## src/rtl/ysyx_22040175_pipe_ctrl.sv

```systemverilog
// In-order pipeline controller: writer scoreboard, forwarding selects,
// load-use stall, EX redirect, memory-busy freeze and perf counters.
module ysyx_22040175_pipe_ctrl #(
    parameter int NSTAGE     = 3,
    parameter int LOAD_STAGE = 1,
    parameter int RADDR_W    = 5,
    parameter int PC_W       = 64,
    parameter int CNT_W      = 32
) (
    input  logic                        clk,
    input  logic                        rst,
    input  logic                        id_valid,
    input  logic [RADDR_W-1:0]          id_rs1,
    input  logic [RADDR_W-1:0]          id_rs2,
    input  logic                        id_rs1_used,
    input  logic                        id_rs2_used,
    input  logic [RADDR_W-1:0]          id_rd,
    input  logic                        id_wen,
    input  logic                        id_is_load,
    input  logic                        ex_redirect,
    input  logic [PC_W-1:0]             ex_target,
    input  logic                        mem_busy,
    output logic                        pc_hold,
    output logic                        if_id_hold,
    output logic                        if_id_flush,
    output logic                        id_ex_bubble,
    output logic                        pc_sel,
    output logic [PC_W-1:0]             redirect_pc,
    output logic [$clog2(NSTAGE+1)-1:0] fwd_rs1,
    output logic [$clog2(NSTAGE+1)-1:0] fwd_rs2,
    output logic [CNT_W-1:0]            stall_cnt,
    output logic [CNT_W-1:0]            flush_cnt
);

    localparam int FW = $clog2(NSTAGE + 1);

    typedef struct packed {
        logic               v;
        logic [RADDR_W-1:0] rd;
        logic               wen;
        logic               ld;
    } entry_t;

    entry_t [NSTAGE-1:0] sb_q;
    entry_t [NSTAGE-1:0] sb_d;
    logic [CNT_W-1:0]    stall_cnt_q;
    logic [CNT_W-1:0]    stall_cnt_d;
    logic [CNT_W-1:0]    flush_cnt_q;
    logic [CNT_W-1:0]    flush_cnt_d;

    logic [FW-1:0] fwd1;
    logic [FW-1:0] fwd2;
    logic          luse1;
    logic          luse2;
    logic          redirect;
    logic          stall;

    function automatic logic hit(
        input entry_t             e,
        input logic [RADDR_W-1:0] rs,
        input logic               used
    );
        return e.v && e.wen && (e.rd != '0) && (e.rd == rs) && used;
    endfunction

    // Walk oldest to youngest so the lowest matching index wins.
    always_comb begin
        fwd1  = '0;
        fwd2  = '0;
        luse1 = 1'b0;
        luse2 = 1'b0;
        for (int k = NSTAGE - 1; k >= 0; k--) begin
            if (hit(sb_q[k], id_rs1, id_rs1_used)) begin
                fwd1  = FW'(k + 1);
                luse1 = sb_q[k].ld && (k < LOAD_STAGE);
            end
            if (hit(sb_q[k], id_rs2, id_rs2_used)) begin
                fwd2  = FW'(k + 1);
                luse2 = sb_q[k].ld && (k < LOAD_STAGE);
            end
        end
    end

    assign redirect = ex_redirect && sb_q[0].v && !mem_busy;
    assign stall    = (luse1 || luse2) && !redirect && !mem_busy;

    assign pc_hold      = mem_busy || stall;
    assign if_id_hold   = mem_busy || stall;
    assign if_id_flush  = redirect;
    assign pc_sel       = redirect;
    assign id_ex_bubble = redirect || stall;
    assign redirect_pc  = ex_target;
    assign fwd_rs1      = fwd1;
    assign fwd_rs2      = fwd2;
    assign stall_cnt    = stall_cnt_q;
    assign flush_cnt    = flush_cnt_q;

    always_comb begin
        sb_d        = sb_q;
        stall_cnt_d = stall_cnt_q;
        flush_cnt_d = flush_cnt_q;
        if (!mem_busy) begin
            for (int k = NSTAGE - 1; k >= 1; k--) begin
                sb_d[k] = sb_q[k-1];
            end
            sb_d[0].v   = id_valid && !(stall || redirect);
            sb_d[0].rd  = id_rd;
            sb_d[0].wen = id_wen;
            sb_d[0].ld  = id_is_load;
        end
        if (stall && (stall_cnt_q != '1)) begin
            stall_cnt_d = stall_cnt_q + 1'b1;
        end
        if (redirect && (flush_cnt_q != '1)) begin
            flush_cnt_d = flush_cnt_q + 1'b1;
        end
    end

    always_ff @(posedge clk or posedge rst) begin
        if (rst) begin
            sb_q        <= '0;
            stall_cnt_q <= '0;
            flush_cnt_q <= '0;
        end else begin
            sb_q        <= sb_d;
            stall_cnt_q <= stall_cnt_d;
            flush_cnt_q <= flush_cnt_d;
        end
    end

endmodule

```

## config.mk

```make
export PLATFORM = sky130hd
export DESIGN_NAME = ysyx_22040175_pipe_ctrl
export DESIGN_NICKNAME = d
export VERILOG_FILES = /design/src/rtl/ysyx_22040175_pipe_ctrl.sv
export SDC_FILE = /design/constraint.sdc
export NUM_CORES = 1
export LEC_CHECK = 0
export ABC_AREA = 1
export BUFFER_PORTS_ARGS = -buffer_cell sky130_fd_sc_hd__buf_2
export CAP_MARGIN = 30
export CORE_MARGIN = 4
export CORE_UTILIZATION = 30
export CTS_CLUSTER_DIAMETER = 30
export CTS_CLUSTER_SIZE = 24
export DETAILED_ROUTE_END_ITERATION = 7
export GPL_TIMING_DRIVEN = 0
export RECOVER_POWER = 25
export SYNTH_ARGS = -nofsm -noshare
export SYNTH_HDL_FRONTEND = slang
export SYNTH_SLANG_ARGS = --single-unit
```

## constraint.sdc

```tcl
create_clock -name clk -period 6.55 [get_ports clk]
set_input_delay 0.9825 -clock clk [delete_from_list [all_inputs] [get_ports clk]]
set_output_delay 0.9825 -clock clk [all_outputs]
set_load 0.005 [all_outputs]
```

; Word level (Yosys, flattened, before mapping)
; Cells that the tools add are included.
[op_classes]
n_div = 0
n_addsub = 2
multipliers = 0
n_shift = 0
mux = 8
reduce_logical = 34
bitwise = 0
eq_ne = 8
order_cmp = 0
[op_table]
columns = cell, n
row1 = "32-bit by 1-bit adder with 32-bit output, second input constant", 2
row2 = "32-bit != test, second input constant", 2
row3 = 5-bit == test, 6
row4 = 1-bit logical AND, 25
row5 = 5-bit nonzero test, 3
row6 = 2-bit 2-to-1 mux, 6
row7 = 1-bit zero test, 3
row8 = 1-bit logical OR, 3
row9 = 1-bit 2-to-1 mux, 2
[totals]
latchBits = 0
inputBits = 88
word_cells = 64
ram_bits = 0
reg_bits = 86
romBits = 0
memories = 0

; Longest topological paths before layout
; Gate-level depths: netlist of run 1.
[logic_depth]
ltp_word = 11
mapped_depth = 12
depth_no_buf = 12

; Worst setup path after synthesis of run 1
; OpenSTA, ideal clock, no wires.
[synth_path]
kind = in2out
start = in id_rs2_used
end = out pc_hold
path_stages = 9
n_path_buf = 1
arrival_ns = 1.723
setup_slack_ns = 3.845
path_cell_list = inv_1 a21oi_1 nand2_1 nor2_1 nand3_1 nand2_2 nand2_1 nand2_1 buf_4
[synth_via]
elab_chain_len = 6
[synth_rtl]
columns = element, line_no
row1 = "start, declared", 16  ; input logic id_rs2_used,
row2 = 1-bit logical AND, 63  ; return e.v && e.wen && (e.rd != '0) && (e.rd == rs) && used;
row3 = 1-bit 2-to-1 mux, 77  ; if (hit(sb_q[k], id_rs2, id_rs2_used)) begin
row4 = 1-bit logical OR, 85  ; assign stall = (luse1 || luse2) && !redirect && !mem_busy;
row5 = 1-bit logical AND (2 in series), 85
row6 = 1-bit logical OR, --
row7 = "end, declared", 23  ; output logic pc_hold,
; No other way between the ends.

; Final worst setup path of run 1
[layout_path]
start = in id_rs2[3]
end = out pc_hold
[layout_via]
elab_chain_len = 8
[layout_rtl]
columns = element, line_no
row1 = "start, declared", 14  ; input logic [RADDR_W-1:0] id_rs2,
row2 = 5-bit == test, 63
row3 = 1-bit logical AND (2 in series), 63
row4 = 1-bit 2-to-1 mux, 77
row5 = 1-bit logical OR, 85
row6 = 1-bit logical AND (2 in series), 85
row7 = 1-bit logical OR, 87  ; assign pc_hold = mem_busy || stall;
; No other way between the ends.

==> run metrics, run 1 <==
final worst path period share=0.4739; CP max stage cell=nand2_2; clk_lat worst skew=0.34 ns; Horiz. Die Dim=approximately 150 µm; hold buffer count at cts=0; post-synthesis net count=between 900 and 1000; pins over their slew limit=40; number of synthesized flops with an enable pin=0; CP arrival=roughly 2.1 ns; LEAKAGE=approximately 4 nW; final setup vio count=0; yosys warns=0; delay-heaviest family, CP=simple AND/OR/NAND/NOR gates; Syn-to-layout area delta=25.05%; Buffers & Inverters on Critical Path=4; WL/cell=around 13 µm; clk slew on worst S/H paths=0.06 ns; Root Driver=clkbuf_16; htree depth=3; most frequent cells in the layout=nand2_1 (339), buf_2 (165), dfrtp_1 (86), inv_1 (74), buf_4 (70); minimum clock period=between 3 and 4 ns; CP cell instances=buf_2 -> inv_2 -> a21oi_1 -> nand2_1 -> nor2_1 -> nand3_1 -> nand2_2 -> nand2_1 -> nand2_1 -> buf_4 -> buf_2; RSZ-0062 raised after global routing=false; final setup TNS=0 ns; GRT Total Usage=0.1473; Startpoint Class=input port; 1st-iter DRT viols=roughly 350; Reg area=2152 µm²; Nets=between 1000 and 1500; Core Area=19460 µm²; FILL cells=~2100; GRT overflow=0; Final Skew=~0.012 ns; Multi-input gate area=around 2900 µm²; WL final=between 15000 and 20000 µm; CP dominant cell by count=nand2_1; hpwl dp=roughly 13000 µm; syn_area_per_cell=around 6.9 µm²; fmax=roughly 320 MHz; Min Hold Slack=a little over 0.5 ns; port bufs=between 150 and 200; most common cell after layout, fill and taps aside=nand2_1; Clock Path Buffers=2; worst endpoint required time=5.57 ns; Max VDD drop=between 0.1 and 0.15 mV; Worst Slack Setup Final=between 3 and 4 ns; share of post-route cells with drive strength above 1=0.2638; Main synth FF type=dfrtp_1; total clock sinks=86; Post-route DRC=0; Synth Cell Area=between 5000 and 6000 µm²; CTS Buf Count=9; final hold violations=0; CP Class=input port to output pin; run status=finished with violations; slowest cell delay on critical path=0.17 ns; pwr dens=197.2 nW/µm²; # IOs=approximately 230; antenna-violating nets left=0; CTS tree=yes; pin count of the biggest net entering global routing=48; Placement Setup Slack=roughly 3.4 ns; post-synthesis register bit count=between 80 and 90; row cnt=between 50 and 60; async set-reset flop share out of synthesis=1.000; post-synthesis cell type count=31; Vias=around 5800; Placer Congestion=0.8998; Via density=around 4.4; Setup Buffers After CTS=0; Worst-Margin Slew=1.911 ns; Slew headroom=-0.2807; synthesized instance count=approximately 860; initial antenna violation count=0; HP Class=register to register; failing checks=max-capacitance violations, max-slew violations; maxcap violations=1; DRT Pass-1 Iters=5; Gates resized, CTS repair=0; die area=between 20000 and 25000 µm²; number of global-route vias before repair=5217; first-pass GRT wire length=approximately 26000 µm; starting density of the core=0.3041; Diodes inserted=0; Max FO, Critical Path=4; sequential share of the synthesized area=0.3636; Crit. End Element=output pin; Die H=~150 µm
## synth_stat cells (all sizes together) (2+ instances only)
library cell | instances | area (µm²)
dfrtp | 86 | 2152
nor2 | 65 | 261.5
o21ai | 38 | 190.2
clkbuf | 4 | 15.01
ha | 2 | 25.02
xnor2 | 10 | 87.58
nor3 | 37 | 200.2
nand3b | 5 | 37.54
nand3 | 39 | 200.2
xor2 | 50 | 437.9
inv | 81 | 304.0
nand4 | 5 | 37.53
buf | 78 | 584.3
a21oi | 8 | 40.04
nor3b | 2 | 15.01
nand2 | 341 | 1285
o22ai | 3 | 18.77
## stage by stage
step                      std cells  power [mW]  cell area, µm²  utilization
after floorplan                 858      0.8051            5919            -
after global placement         1283      0.9141            7052       0.3623
after detailed placement       1284      0.9208            7082       0.3639
after CTS                      1300       1.481            7403       0.3804
after global routing           1300       1.536            7402       0.3803
final                          1300       1.459            7402       0.3803
## sequential cells by signal, summed over array words and instances (netlist names)
name       count
sb_q          22
stall_cnt     32
flush_cnt     32
## path summary, 6_finish.rpt
path,from,slack [ns],cells past startpoint,to
max,id_rs2[3],3.45,11,pc_hold
min,sb_q[23],0.50,2,sb_q[23]
max reg2reg,stall_cnt[0],4.59,10,stall_cnt[10]
min reg2reg,sb_q[23],0.50,2,sb_q[23]
max in group asynchronous,rst,4.52,3,flush_cnt[0]
min in group asynchronous,rst,1.13,2,sb_q[10]
## report_power, final
part,internal (mW),leakage (nW),switching [mW]
clock,0.338,0.155,0.213
combinational,0.126,2.64,0.144
sequential,0.579,1.14,0.0603
## tightest hold or removal path, delay by kind of cell (launching register included)
kind / cells / cell delay (ns)
and+or+nand+nor: 2 / 0.12
DFF: 1 / 0.36
## layout make-up
cell class              instances  share of cell area
multi-input cells             609              0.3869
flip-flops and latches         86              0.2907
repair buffers                161              0.1119
plain buffers                  82             0.08097
well taps                     265             0.04479
inverters                      81             0.04124
clock buffers                  14             0.03837
clock inverters                 2            0.005071
## per-layer routing
layer  global-route usage  share of wire  vias up  routed length, µm
met1               0.2068           0.46     2621               7842
li1                     -              -     2952                  -
met4              0.04388          0.011        0                187
met2               0.2330           0.46      177               7818
met5                    0              0        -                  0
met3              0.02559          0.062       13               1045
## logic make-up (layout without fill, tap and decap cells)
group	after synthesis	after routing	synth area share
flip-flops	86	86	0.3636
AO/OA/AOI/OAI	51	51	0.04460
buffers and inverters	163	340	0.1526
adder cells (fa/ha/maj)	2	2	0.004227
XOR/XNOR	60	60	0.08878
AND/OR/NAND/NOR	496	496	0.3462
Power figures use the tool's default switching activity.
==> run 2, diff against run 1 <==
--- a/config.mk
+++ b/config.mk
@@ -5,7 +5,7 @@
 export SDC_FILE = /design/constraint.sdc
 export NUM_CORES = 1
 export LEC_CHECK = 0
-export ABC_AREA = 1
+export ABC_AREA = 0
 export BUFFER_PORTS_ARGS = -buffer_cell sky130_fd_sc_hd__buf_2
 export CAP_MARGIN = 30
 export CORE_MARGIN = 4
==> constraint.sdc (replaced) <==
create_clock -name clk -period 2.9 [get_ports clk]
set_input_delay 0.435 -clock clk [delete_from_list [all_inputs] [get_ports clk]]
set_output_delay 0.435 -clock clk [all_outputs]
set_load 0.005 [all_outputs]
==> run metrics, run 2 <==
fmax=~380 MHz; yosys warns=0 (unchanged); CP cell instances=xnor2_1 -> nand4_1 -> nor3_1 -> and4_1 -> o211a_1 -> or2_2 -> buf_4 -> buf_2; failing checks=max-capacitance violations, max-slew violations; initial antenna violation count=0 (unchanged); Root Driver=clkbuf_16; Max VDD drop=0.2419 mV (+110%); post-synthesis cell type count=45 (+45%); Adder-Cell Fraction of Synth Area=0.005070 (+0.0008423); CTS tree=yes; maxcap violations=1 (unchanged); RSZ-0062 raised after global routing=false; sequential share of the synthesized area=0.4360 (+0.07244); Syn-to-layout area delta=28.39%; Gates resized, CTS repair=0 (unchanged); Multi-input gate area=2203 µm² (-23%); Final Skew=0.01277 ns (+0.0005911 ns); most common cell after layout, fill and taps aside=buf_2; Nets=736 (-34%); largest family of logic cells by synthesized area=simple AND/OR/NAND/NOR gates; Post-route DRC=0 (unchanged); Clock Path Buffers=2 (unchanged); clk_lat worst skew=0.35 ns (about the same); Synth Area in XOR/XNOR=0.1632 (+0.07447); share of post-route cells with drive strength above 1=0.4393 (+0.1756); antenna-violating nets left=0 (unchanged); FILL cells=1609 (-23%); Placer Congestion=0.8283 (-7.9%); worst endpoint required time=2.47 ns (-3.10 ns); Startpoint Class=register; WL/cell=14.61 µm (+12%); Post-synth top cells=dfrtp_1 (86), buf_4 (66), xor2_1 (48); final hold violations=0 (unchanged); syn_area_per_cell=10.39 µm² (+51%); Worst-Margin Slew=1.543 ns (-0.3672 ns); Via density=4.693 (+5.9%); CP Class=register to output pin; minimum clock period=roughly 2.7 ns; number of synthesized flops with an enable pin=0 (unchanged); pins over their slew limit=33 (-18%); HP Class=input port to register; GRT overflow=0 (unchanged); Crit. End Element=output pin; CP arrival=2.22 ns (+0.10 ns); async set-reset flop share out of synthesis=1.000 (unchanged); CTS Buf Count=9 (unchanged); Synth area leaders=dfrtp_1 (44%), buf_4 (10%), xor2_1 (8.5%), xnor2_1 (7.8%), mux2_2 (5.2%); GRT Total Usage=0.1359 (-0.01142); Vias=4069 (-29%); clk slew on worst S/H paths=0.07 ns (about the same); post-synthesis register bit count=86 (unchanged); CP max stage cell=dfrtp_1; Synth Cell Area=4936 µm² (-17%); Setup Buffers After CTS=0 (unchanged); simple-gate share of the synthesized area=0.2074 (-0.1389); Die H=136.3 µm (-8.2%); 1st-iter DRT viols=191 (-45%); Tot Pwr=2.966 mW (+100%); r2r setup slk=0.69 ns (-3.90 ns); htree depth=3 (unchanged); final instance area=6337 µm² (-14%); die area=18570 µm² (-16%); final setup TNS=0 ns (unchanged); total clock sinks=86 (unchanged); leading area contributor after synthesis=dfrtp_1; top-count cell post-synth=dfrtp_1; first-pass GRT wire length=20150 µm (-24%); Buffers & Inverters on Critical Path=2 (-2); LEAKAGE=3.264 nW (-17%); Area after DPL=6032 µm² (-15%); delay-heaviest family, CP=simple AND/OR/NAND/NOR gates; post-synthesis net count=565 (-40%); Slew headroom=-0.03458 (+0.2462); pwr dens=468.0 nW/µm² (+140%); Yosys top cell area share=0.4360 (+0.07244); Finished Core Util=0.3961 (+0.01575); final setup vio count=0 (unchanged); starting density of the core=0.3085 (+0.004346); Min Hold Slack=0.3206 ns (-0.1832 ns); most frequent cells in the layout=buf_2 (164), dfrtp_1 (86), buf_4 (66), xor2_1 (48), xnor2_1 (44); Diodes inserted=0 (unchanged); Core Area=16000 µm² (-18%); row cnt=46 (-9.8%); pin count of the biggest net entering global routing=55 (+15%); WL final=12660 µm (-25%); post-synthesis compound-gate area fraction=0.01825 (-0.02635); Max FO, Critical Path=5 (+1); slowest cell delay on critical path=0.45 ns (+0.28 ns); Horiz. Die Dim=136.3 µm (-8.2%); final worst path period share=0.9139; Reg area=2152 µm² (unchanged); mux share of post-synthesis cell area=0.05247 (+0.05247); # IOs=225 (unchanged); Main synth FF type=dfrtp_1; hpwl dp=9818 µm (-26%); synthesized instance count=475 (-45%); DRT Pass-1 Iters=4 (-1); hold buffer count at cts=0 (unchanged); port bufs=159 (-0.63%); number of global-route vias before repair=4096 (-21%); run status=finished with violations
run 2: final cells by class:
| cell class | instances | share of cell area |
|---|---|---|
| Multi-Input combinational cell | 302 | 0.3477 |
| Sequential cell | 86 | 0.3396 |
| Timing Repair Buffer | 160 | 0.1299 |
| Buffer | 78 | 0.08628 |
| Tap cell | 216 | 0.04265 |
| Clock buffer | 9 | 0.03554 |
| Clock inverter | 7 | 0.01283 |
| Inverter | 9 | 0.005528 |
run 2: path summary, 6_finish.rpt:
check | startpoint | endpoint | cells past startpoint
setup / recovery | sb_q[4] | pc_hold | 8
min in group asynchronous | rst | flush_cnt[7] | 2
max in group asynchronous | rst | stall_cnt[5] | 3
hold reg to reg | stall_cnt[9] | stall_cnt[9] | 1
hold / removal | id_rd[4] | sb_q[6] | 2
setup reg to reg | flush_cnt[0] | flush_cnt[8] | 8
run 2: worst register-to-register path: cells and delay by family (launching register included):
| kind | cells | cell delay (ns) |
|---|---|---|
| AND/OR/NAND/NOR | 4 | 0.74 |
| adder cells (fa/ha/maj) | 1 | 0.24 |
| flip-flops | 1 | 0.42 |
| buffers and inverters | 1 | 0.27 |
| AO/OA/AOI/OAI | 1 | 0.28 |
| XOR/XNOR | 1 | 0.14 |
run 2: stage by stage:
stage	setup slack, ns	instances
global route	0.1418	867
CTS	0.2573	867
finish	0.2498	867
floorplan	0.2432	475
global placement	-0.8293	850
detailed placement	0.5486	851
run 2: cell families after synthesis:
| logic type | count (synthesis) |
|---|---|
| AND/OR/NAND/NOR | 173 |
| XOR/XNOR | 92 |
| buffers and inverters | 87 |
| flip-flops | 86 |
| multiplexers | 23 |
| AO/OA/AOI/OAI | 12 |
| adder cells (fa/ha/maj) | 2 |
run 2: where the power goes:
| group | internal (mW) | switching, mW | leakage (nW) | total (mW) |
|---|---|---|---|---|
| combinational | 0.241 | 0.161 | 1.98 | 0.401 |
| sequential | 1.27 | 0.101 | 1.14 | 1.37 |
| clock | 0.678 | 0.513 | 0.147 | 1.19 |
run 2: metal layers:
layer	share of wire	wire (µm)	global-route usage	up-vias
li1	-	-	-	1932
met1	0.42	5272	0.1689	1938
met2	0.48	6073	0.2281	180
met3	0.086	1091	0.03220	19
met4	0.018	227	0.05319	0
met5	0	0	0	-
==> run 3, diff against run 2 <==
--- a/config.mk
+++ b/config.mk
@@ -9,11 +9,12 @@
 export BUFFER_PORTS_ARGS = -buffer_cell sky130_fd_sc_hd__buf_2
 export CAP_MARGIN = 30
 export CORE_MARGIN = 4
-export CORE_UTILIZATION = 30
+export CORE_UTILIZATION = 48
 export CTS_CLUSTER_DIAMETER = 30
 export CTS_CLUSTER_SIZE = 24
 export DETAILED_ROUTE_END_ITERATION = 7
 export GPL_TIMING_DRIVEN = 0
+export PLACE_DENSITY = 0.82
 export RECOVER_POWER = 25
 export SYNTH_ARGS = -nofsm -noshare
 export SYNTH_HDL_FRONTEND = slang
==> run metrics, run 3 (same netlist as run 2, synthesis figures left out) <==
run status=finished with violations; failing checks=max-capacitance violations, max-slew violations; die area=11970 µm² (-36%); Diodes inserted=0 (unchanged); Placer Congestion=0.9134 (+10%); Syn-to-layout area delta=23.37%; HP Class=input port to register; maxcap violations=1 (unchanged); GRT Total Usage=0.2058 (+0.06985); DRT Pass-1 Iters=4 (unchanged); clk_lat worst skew=0.36 ns (about the same); number of global-route vias before repair=3970 (-3.1%); GRT overflow=0 (unchanged); Sw Share=0.2668 (+0.005618); Startpoint Class=register; total clock sinks=86 (unchanged); CTS tree=yes; instance count on the critical path=8 (unchanged); Sw Pwr=685.9 µW (-11%); Inst Count DP=768 (-9.8%); r2r setup slk=0.68 ns (about the same); R2R Path Start=flush_cnt[0]; final hold violations=0 (unchanged); hpwl dp=9905 µm (+0.89%); CP arrival=2.27 ns (+0.05 ns); Vias=4146 (+1.9%); Slew headroom=-0.1765 (-0.1419); share of post-route cells with drive strength above 1=0.4393 (unchanged); RSZ-0062 raised after global routing=false; Tot Pwr=2.571 mW (-13%); pin count of the biggest net entering global routing=47 (-15%); htree depth=3 (unchanged); CP max stage cell=dfrtp_1; final worst path period share=0.9329 (+0.01900); P_int=1.885 mW (-14%); pwr dens=422.2 nW/µm² (-9.8%); Worst-Margin Slew=1.755 ns (+0.2117 ns); CP Class=register to output pin; initial antenna violation count=0 (unchanged); Comb power frac=0.156 (+0.021); most common cell after layout, fill and taps aside=buf_2; CP Launch Point=sb_q[6]; final setup vio count=0 (unchanged); LEAKAGE=3.211 nW (-1.6%); CP cell instances=xnor2_1 -> nand4_1 -> nor3_1 -> and4_1 -> o211a_1 -> or2_2 -> buf_4 -> buf_2; row cnt=36 (-22%); Horiz. Die Dim=109.4 µm (-20%); Setup Buffers After CTS=0 (unchanged); Clock Path Buffers=2 (unchanged); worst endpoint required time=2.47 ns (about the same); clock network power share=0.311 (-0.090); starting density of the core=0.4981 (+0.1896); fmax=369.6 MHz (-2.0%); Die H=109.4 µm (-20%); 1st-iter DRT viols=129 (-32%); Worst Setup EP=pc_hold; non-filler instance count after layout=784 (-9.6%); Gates resized, CTS repair=0 (unchanged); hold buffer count at cts=0 (unchanged); minimum clock period=2.705 ns (+0.05511 ns); Nets=736 (unchanged); # IOs=225 (unchanged); r2r endpoint=flush_cnt[4]; antenna-violating nets left=0 (unchanged); WL/cell=16.01 µm (+9.6%); delay-heaviest family, CP=simple AND/OR/NAND/NOR gates; Final Skew=0.01142 ns (-0.001350 ns); first-pass GRT wire length=19410 µm (-3.7%); Via density=5.288 (+13%); pins over their slew limit=42 (+27%); slowest cell delay on critical path=0.47 ns (+0.02 ns); clk slew on worst S/H paths=0.09 ns (+0.02 ns); most frequent cells in the layout=buf_2 (164), dfrtp_1 (86), buf_4 (66), xor2_1 (48), xnor2_1 (44); FF-to-FF path depth=8 (unchanged); Post-route DRC=0 (unchanged); port bufs=159 (unchanged); Core Area=9910 µm² (-38%); Root Driver=clkbuf_8; CTS Buf Count=9 (unchanged); Crit. End Element=output pin; Max VDD drop=0.3415 mV (+41%); WL final=12560 µm (-0.86%); Buffers & Inverters on Critical Path=2 (unchanged); Max FO, Critical Path=5 (unchanged); sequential fraction of design power=0.533 (+0.070)
[run 3: area by class of cell]
class	instances	area (µm²)
Timing Repair Buffer	160	800.8
Clock inverter	4	20.02
Tap cell	133	166.4
Fill cell	826	3820
Buffer	78	546.8
Multi-Input combinational cell	302	2203
Clock buffer	12	165.2
Sequential cell	86	2152
Inverter	9	35.03
[run 3: per-layer routing]
metal,wire (µm),up-vias,track usage
met5,0,-,0
met4,271,0,0.08816
met3,1174,22,0.04404
met2,6276,207,0.3413
met1,4833,1981,0.2599
li1,-,1936,-
[run 3: worst min-delay path by stage]
| stage | start | end | depth (start not counted) |
|---|---|---|---|
| 2_1_floorplan | flush_cnt[14] | flush_cnt[14] | 1 |
| 3_3_place_gp | stall_cnt[17] | stall_cnt[17] | 1 |
| 3_5_place_dp | flush_cnt[19] | flush_cnt[19] | 1 |
| 4_1_cts | rst | flush_cnt[28] | 2 |
| 5_1_grt | id_rd[3] | sb_q[5] | 2 |
| 6_report | id_rd[2] | sb_q[4] | 2 |
[run 3: power groups by stage]
stage	Sequential [mW]	Combinational, mW	Clock [mW]
finish	1.37	0.401	0.799
global route	1.38	0.448	0.860
CTS	1.37	0.412	0.821
detailed placement	1.39	0.410	0
global placement	1.39	0.390	0
floorplan	1.37	0.263	0
[run 3: per-stage QoR]
step                  util  cell area [µm²]  hold slack (ns)  setup TNS [ns]  setup WS [ns]
floorplan                -             4936           0.4770               0         0.2432
global placement    0.5952             5898           0.4718          -58.01        -0.6783
detailed placement  0.5982             5928           0.4763               0         0.4922
CTS                 0.6169             6113           0.1332               0         0.1806
global route        0.6145             6090           0.2910               0        0.04471
finish              0.6145             6090           0.3003               0         0.1947
